===== config.mk =====
export PLATFORM = sky130hd
export DESIGN_NAME = song_sequencer_flat
export DESIGN_NICKNAME = d
export VERILOG_FILES = /design/src/rtl/song_sequencer_if.sv /design/src/rtl/song_sequencer.sv /design/src/flat_wrapper.sv
export SDC_FILE = /design/constraint.sdc
export NUM_CORES = 1
export LEC_CHECK = 0
export CAP_MARGIN = 20
export CORE_MARGIN = 2
export CORE_UTILIZATION = 44
export DETAILED_ROUTE_END_ITERATION = 10
export MAX_ROUTING_LAYER = met4
export PLACE_DENSITY = 0.77
export SLEW_MARGIN = 20
export SYNTH_ARGS = -nofsm -noshare
export SYNTH_HDL_FRONTEND = slang
export SYNTH_SLANG_ARGS = --single-unit
export TNS_END_PERCENT = 5

===== constraint.sdc =====
create_clock -name clk -period 2 [get_ports clk]
set_input_delay 0.4 -clock clk [delete_from_list [all_inputs] [get_ports clk]]
set_output_delay 0.4 -clock clk [all_outputs]
set_load 0.005 [all_outputs]

===== src/rtl/song_sequencer_if.sv =====
// song_sequencer_if: player, ROM and tone-generator signals of song_sequencer; beat_count exists only with BEAT_CNT_EN
interface song_sequencer_if #(
    parameter int ADDR_W = 9
);
    logic [3:0]        mode;
    logic              beat_tick;
    logic [7:0]        rom_data;
    logic [ADDR_W-1:0] rom_addr;
    logic [7:0]        note;
    logic              note_valid;
    logic              ending_sign;
`ifdef BEAT_CNT_EN
    logic [9:0]        beat_count;
    modport master (output mode, beat_tick, rom_data, input rom_addr, note, note_valid, ending_sign, beat_count);
    modport slave (input mode, beat_tick, rom_data, output rom_addr, note, note_valid, ending_sign, beat_count);
`else
    modport master (output mode, beat_tick, rom_data, input rom_addr, note, note_valid, ending_sign);
    modport slave (input mode, beat_tick, rom_data, output rom_addr, note, note_valid, ending_sign);
`endif
endinterface


===== src/rtl/song_sequencer.sv =====
// song_sequencer: steps through a song ROM one note per beat with pause/resume and end-of-song detection.
// Defining BEAT_CNT_EN adds a saturating count of notes played since the song started.
module song_sequencer #(
    parameter int         ADDR_W     = 9,
    parameter int         SONG2_BASE = 256,
    parameter int         SONG_LEN   = 256,
    parameter logic [7:0] END_CODE   = 8'hFF
) (
    input logic             clk,
    input logic             rst_n,
    song_sequencer_if.slave bus
);
    typedef enum logic [2:0] {IDLE, FETCH, LATCH, PLAY, PAUSED, DONE} state_t;
    localparam logic [ADDR_W-1:0] BASE2 = ADDR_W'(SONG2_BASE);
    localparam logic [ADDR_W-1:0] LAST1 = ADDR_W'(SONG_LEN - 1);
    localparam logic [ADDR_W-1:0] LAST2 = ADDR_W'(SONG2_BASE + SONG_LEN - 1);
    state_t            state_q, state_d;
    logic [ADDR_W-1:0] addr_q, addr_d;
    logic [7:0]        note_q, note_d;
    logic              valid_q, valid_d;
    logic              end_q, end_d;
    logic              song_q, song_d;
    logic              m_sel, m_play, m_end, m_pause;
    assign m_sel   = bus.mode <= 4'd1;
    assign m_play  = bus.mode == 4'd2 || bus.mode == 4'd3;
    assign m_end   = bus.mode == 4'd4;
    assign m_pause = bus.mode >= 4'd5 && bus.mode <= 4'd8;
    // Next state, address and note; mode requests outrank beat_tick, and the last slot ends the song instead of advancing
    always_comb begin
        state_d = state_q;
        addr_d  = addr_q;
        note_d  = note_q;
        valid_d = valid_q;
        end_d   = 1'b0;
        song_d  = song_q;
        case (state_q)
            IDLE: begin
                if (m_play) begin
                    state_d = FETCH;
                    song_d  = bus.mode[0];
                    addr_d  = bus.mode[0] ? BASE2 : '0;
                end else if (m_end) begin
                    state_d = DONE;
                end
            end
            PAUSED: state_d = m_sel ? IDLE : m_end ? DONE : m_play ? FETCH : PAUSED;
            DONE: state_d = m_sel ? IDLE : DONE;
            default: begin
                if (m_sel) begin
                    state_d = IDLE;
                end else if (m_end) begin
                    state_d = DONE;
                end else if (m_pause) begin
                    state_d = PAUSED;
                end else if (state_q == FETCH) begin
                    state_d = LATCH;
                end else if (state_q == LATCH) begin
                    state_d = bus.rom_data == END_CODE ? DONE : PLAY;
                    end_d   = bus.rom_data == END_CODE;
                    note_d  = bus.rom_data;
                    valid_d = 1'b1;
                end else if (bus.beat_tick) begin
                    if (addr_q == (song_q ? LAST2 : LAST1)) begin
                        state_d = DONE;
                        end_d   = 1'b1;
                    end else begin
                        state_d = FETCH;
                        addr_d  = addr_q + ADDR_W'(1);
                    end
                end
            end
        endcase
        if (state_d == IDLE) addr_d = '0;
        if (state_d == IDLE || state_d == PAUSED || state_d == DONE) begin
            note_d  = '0;
            valid_d = 1'b0;
        end
    end
    // State and registered outputs
    always_ff @(posedge clk) begin
        if (!rst_n) begin
            state_q <= IDLE;
            addr_q  <= '0;
            note_q  <= '0;
            valid_q <= 1'b0;
            end_q   <= 1'b0;
            song_q  <= 1'b0;
        end else begin
            state_q <= state_d;
            addr_q  <= addr_d;
            note_q  <= note_d;
            valid_q <= valid_d;
            end_q   <= end_d;
            song_q  <= song_d;
        end
    end
    assign bus.rom_addr    = addr_q;
    assign bus.note        = note_q;
    assign bus.note_valid  = valid_q;
    assign bus.ending_sign = end_q;
`ifdef BEAT_CNT_EN
    logic [9:0] cnt_q, cnt_d;
    // Count notes entering PLAY, saturating at 1023; cleared whenever the player goes idle
    always_comb begin
        cnt_d = state_d == IDLE ? '0 : (state_q == LATCH && state_d == PLAY && cnt_q != 10'd1023) ? cnt_q + 10'd1 : cnt_q;
    end
    // Beat counter register
    always_ff @(posedge clk) begin
        cnt_q <= rst_n ? cnt_d : '0;
    end
    assign bus.beat_count = cnt_q;
`endif
endmodule


===== src/flat_wrapper.sv =====
// flat-port wrapper written by rule: the top's interface ports become plain ports
module song_sequencer_flat 
#(
    parameter int         ADDR_W     = 9,
    parameter int         SONG2_BASE = 256,
    parameter int         SONG_LEN   = 256,
    parameter logic [7:0] END_CODE   = 8'hFF
)
  (clk, rst_n, bus_mode, bus_beat_tick, bus_rom_data, bus_rom_addr, bus_note, bus_note_valid, bus_ending_sign);
  song_sequencer_if #(.ADDR_W(ADDR_W)) bus_i ();
  input logic clk;
  input logic rst_n;
  input wire logic [$bits(bus_i.mode)-1:0] bus_mode;
  input wire logic [$bits(bus_i.beat_tick)-1:0] bus_beat_tick;
  input wire logic [$bits(bus_i.rom_data)-1:0] bus_rom_data;
  output wire logic [$bits(bus_i.rom_addr)-1:0] bus_rom_addr;
  output wire logic [$bits(bus_i.note)-1:0] bus_note;
  output wire logic [$bits(bus_i.note_valid)-1:0] bus_note_valid;
  output wire logic [$bits(bus_i.ending_sign)-1:0] bus_ending_sign;
  assign bus_i.mode = bus_mode;
  assign bus_i.beat_tick = bus_beat_tick;
  assign bus_i.rom_data = bus_rom_data;
  assign bus_rom_addr = bus_i.rom_addr;
  assign bus_note = bus_i.note;
  assign bus_note_valid = bus_i.note_valid;
  assign bus_ending_sign = bus_i.ending_sign;
  song_sequencer #(.ADDR_W(ADDR_W), .SONG2_BASE(SONG2_BASE), .SONG_LEN(SONG_LEN), .END_CODE(END_CODE)) u_core (.clk(clk), .rst_n(rst_n), .bus(bus_i));
endmodule

# After elaboration in Yosys (flattened, before gate mapping)
# Index checks and enable logic that the tools add are counted.
dict set report word_totals {
  wordCells 79
  in_bits 15
  output_inout_bits 19
  reg_bits 23
}
dict set report classes {
  muxes 29
  reduce_logical 15
  n_addsub 1
  eq_ne 18
  order_cmp 3
  n_bitwise 7
}
# operator n
set op_table {}
lappend op_table {{$mux 9} 10}
lappend op_table {{$mux 3} 14}
lappend op_table {{$pmux 9 s2} 1}
lappend op_table {{$eq 3x3->1 const B} 4}
lappend op_table {{$ne 2x2->1 const B} 6}
lappend op_table {{$add 9x1->9 const B} 1}
lappend op_table {{$eq 9x9->1} 1}
lappend op_table {{$pmux 3 s3} 1}
lappend op_table {{$reduce_and 9->1} 1}
lappend op_table {{$eq 4x2->1 const B} 2}
lappend op_table {{$eq 8x8->1 const B} 1}
lappend op_table {{$reduce_or 8->1} 1}
lappend op_table {{$not 1->1} 7}
lappend op_table {{$logic_not 3->1} 2}
lappend op_table {{$reduce_and 6->1} 1}
lappend op_table {{$reduce_or 2->1} 3}
lappend op_table {{$eq 4x3->1 const B} 1}
lappend op_table {{$ge 4x3->1 const B} 1}
lappend op_table {{$le 4x1->1 const B} 1}
lappend op_table {{$le 4x4->1 const B} 1}
lappend op_table {{$eq 3x1->1 const B} 1}
lappend op_table {{$eq 3x2->1 const B} 1}
lappend op_table {{$logic_or 1x1->1} 3}
lappend op_table {{$mux 1} 3}
lappend op_table {{other kinds (5)} 5}

# Logic depth before layout (Yosys ltp)
dict set report logic_depth {
  depth_word 14
  depth_mapped 8
  mapped_depth_nobuf 6
}

# Least setup slack after synthesis
# OpenSTA, ideal clock, no wires.
dict set report synth_timing {
  path_type {input-to-reg}
  start {in bus_mode[1]}
  end {reg u_core.addr_q[2], in the netlist u_core.bus.rom_addr[2]}
  arrival_time_ns 1.902
  required_time_ns 1.914
  setup_slack_ns 0.013
  cell_stages 7
  cell_sequence {buf_2 -> or4b_1 -> and4_1 -> o32a_1 -> a41o_1 -> buf_6 -> a211oi_1}
}
dict set report synth_between {
  elab_chain_len 8
  word_cells_on_any_way 25
  classes_between {3 x order compare; 7 x eq/ne; 10 x mux; 5 x reduce/logical}
}
# element line_no
set synth_lines {}
lappend synth_lines {{start, declared} flat_wrapper.sv:13} ;# input wire logic [$bits(bus_i.mode)-1:0] bus_mode;
lappend synth_lines {{$ge 4x3->1, or another cell as far along} song_sequencer.sv:27} ;# assign m_pause = bus.mode >= 4'd5 && bus.mode <= 4'd8;
lappend synth_lines {{$logic_and 1x1->1 or $logic_or 1x1->1 (tied branches)} {song_sequencer.sv:27, song_sequencer.sv:25}}
lappend synth_lines {{$mux 3, on equally long branches} {song_sequencer.sv:53, song_sequencer.sv:46}}
lappend synth_lines {{$mux 3, on equally long branches} {song_sequencer.sv:51, song_sequencer.sv:46}}
lappend synth_lines {{$mux 3, on equally long branches} {song_sequencer.sv:49, song_sequencer.sv:46}}
lappend synth_lines {{$pmux 3 s3} song_sequencer.sv:36} ;# case (state_q)
lappend synth_lines {{$logic_not 3->1} song_sequencer.sv:73} ;# if (state_d == IDLE) addr_d = '0;
lappend synth_lines {{$reduce_or 2->1 (no source line)} -}
lappend synth_lines {{end signal, assigned} song_sequencer.sv:90} ;# addr_q <= addr_d;
lappend synth_lines {{end, declared} song_sequencer.sv:18} ;# logic [ADDR_W-1:0] addr_q, addr_d;
# Parallel ways exist; a longest one is shown, timed or not.
# A chain may end at the register's enable or synchronous reset.

# Final worst setup path
dict set report layout_timing {
  start {reg u_core.addr_q[0], in the netlist u_core.bus.rom_addr[0]}
  end {reg u_core.addr_q[0], in the netlist u_core.bus.rom_addr[0]}
}
dict set report layout_between {
  elab_chain_len 11
  word_cells_on_any_way 22
  classes_between {1 x add/sub; 2 x eq/ne; 16 x mux; 3 x reduce/logical}
}
# element
set layout_lines {}
lappend layout_lines {{parallel branches: the longest is 11 deep, another holds $add 9x1->9}}
# Parallel ways; which one is timed is not known. The select of a mux whose other input is x is not followed.

==> metrics <==
status finished clean; total track usage 25.69%; headroom to the max-slew limit 75.10%; Yosys warnings 0; critical path fanouts, max 5; CTS H-tree depth 1; initial DRC count 64; final WL 4216 µm; clock latency on the worst-skew pair 320 ps; fin cells 269; final hold viol count 0; sequential cell area 469.2 µm²; Peak VDD IR 0.0004901 V; shortest period the worst path allows 1952 ps; number of slew-limit violations in the final report 0; Synth Flop Type dfxtp_1; Num Clock Sinks 23; final critical-path share of the clock period 97.61%; clock-pin slew on the worst setup and hold paths 140 ps; top cells by area, synth dfxtp_1, mux2i_1, nor2_1; worst setup path class flip-flop to flip-flop; max cap viols 0; Syn Nets 177; die width 60.06 µm; sequential area share after synthesis 33.30%; Cell Pwr Density 473.0 nW/µm²; DRT Pass-1 Iters 4; vias in the first global route 1,539; first-pass GRT wire length 6865 µm; Filler Cells Inserted 244; R2R Setup Slk 50 ps; largest net degree at the start of global routing 15; CORE AREA 3028 µm²; Layout area overhead 53.21%; Worst Setup SP u_core.bus.rom_addr[0]; CTS root buf clkbuf_4; nature of the critical path endpoint flip-flop; number of synthesized flops with an enable pin 0; vias 1,533; Critical Path End u_core.bus.rom_addr[0]; leakage 0.0007358 µW; mean post-synth cell area 8.587 µm²; setup TNS 0 ps; sequential share of power 48.0%; Post-Syn Area 1383 µm²; Final Power 1002 µW; postcts setup bufs 0; Final ANT Viol Nets 0; Sw Ratio 30.95%; Register-to-Register Path Depth 6; Syn Inst Count 161; # diodes 0; die height 60.06 µm; Reg2Reg Capture Point u_core.bus.rom_addr[0]; Hold Slack 500.7 ps; ys async rst share 0%; Vias/cell 5.699; Sw Pwr 310.1 µW; initial antenna violation count 0; Port Buf Inserts 33; Post-synth top cells dfxtp_1, nor2_1, mux2i_1, a21oi_1; Logic pwr share 29.3%; WL per Instance 15.67 µm; total clock buffers created by CTS 3; Internal Dissipation 691.9 µW; layout cells sized above 1 31.11%; most common cell in the netlist dfxtp_1; io pins 34; Placed Cells 264; row count 20; CTS tree built; Bufs on Longest Clock Path 2; WP data required 2260 ps; post-synth top area cell dfxtp_1; top-area cell type share of the netlist area 33.30%; crit path DAT 2210 ps; die area 3607 µm²; final layout net count 242; Cell variety after synth 49; Slew @ Worst Pin 371.0 ps; initial core utilization 45.66%; GRT overflow 0; power share of the clock group 22.8%; reg-to-reg startpoint u_core.bus.rom_addr[0]; hold crit path type flip-flop to flip-flop; Seq cells post-synth 23; HPWL after detailed placement 3060 µm; area of the multi-input gates 953.4 µm²; Worst setup SP type flip-flop; GP Congestion 0.9700; final setup violation count 0; skew final 10.33 ps; fmax 0.5122 GHz; DR DRC count 0
==> through the flow <==
step | utilization [%] | worst slack (ps) | cell area [µm²]
4_1_cts | 68.60 | 16.50 | 2077
3_5_place_dp | 65.29 | -517.4 | 1977
2_1_floorplan | - | 12.98 | 1383
5_1_grt | 69.96 | -17.55 | 2118
6_report | 69.96 | 47.78 | 2118
3_3_place_gp | 65.29 | -389.5 | 1977
==> layer usage <==
layer / track usage (%) / vias up / wire [µm]
met5: - / - / 0
met4: 8.254 / 0 / 60
met3: 4.545 / 8 / 156
met2: 44.88 / 53 / 2263
met1: 29.54 / 735 / 1736
li1: - / 737 / -
==> how the worst min path moves through the flow <==
stage	slack, ps	endpoint	cells after the start	start
6_report	500	u_core.bus.note_valid	2	u_core.bus.note_valid
5_1_grt	530	u_core.bus.note_valid	2	u_core.bus.note_valid
4_1_cts	510	u_core.bus.note_valid	2	u_core.bus.note_valid
3_5_place_dp	480	u_core.bus.note_valid	2	u_core.bus.note_valid
3_3_place_gp	460	u_core.bus.note_valid	2	u_core.bus.note_valid
2_1_floorplan	470	u_core.bus.note_valid	2	u_core.bus.note_valid
==> cell type report <==
cell class	count	area share (%)
Timing Repair Buffer	69	28.06
Clock buffer	3	1.063
Multi-Input combinational cell	124	45.01
Sequential cell	23	22.15
Tap cell	44	2.599
Inverter	5	0.8860
Clock inverter	1	0.2363
==> power by group through the flow <==
stage	combinational, µW	clock (µW)	sequential [µW]
after CTS	285	227	480
after global routing	316	245	482
after floorplan	146	0	483
after detailed placement	259	0	489
final	293	228	481
after global placement	251	0	487
==> flip-flops by register name, indices dropped and copies added (netlist names) <==
signal and cells:
u_core.bus.note_valid 1, u_core.bus.rom_addr 9, u_core.bus.ending_sign 1, u_core.song_q 1, u_core.bus.note 8, u_core.state_q 3
==> cells in the final DEF, fill, tap and decap left out, types with 6 or more instances in the layout <==
cell / n
a21oi_1: 8
buf_4: 36
clkdlybuf4s50_1: 28
dfxtp_1: 18
mux2i_1: 9
nand2_1: 6
nor2_1: 17
==> cells by family after synthesis <==
logic type | share of synthesized area [%]
AND/OR/NAND/NOR | 29.32
AO/OA/AOI/OAI | 22.08
flip-flops | 33.30
buffers and inverters | 5.792
multiplexers | 7.331
XOR/XNOR | 1.267
adder cells (fa/ha/maj) | 0.9048
==> timing repair <==
| item | in CTS | in global routing |
|---|---|---|
| setup endpoints to repair | 18 | 18 |
| pin swaps | 6 | 1 |
| gates resized for setup | 19 | 10 |
| gates cloned | 1 | 0 |
| hold buffers | 0 | 0 |
==> critical path: stages, from the launching register on <==
cell	delay, ps
dfxtp_1	370
ha_2	200
nand3_2	110
or4_4	460
a21o_4	250
a41o_4	290
nor3_2	200
(Power assumes the default switching activity.)
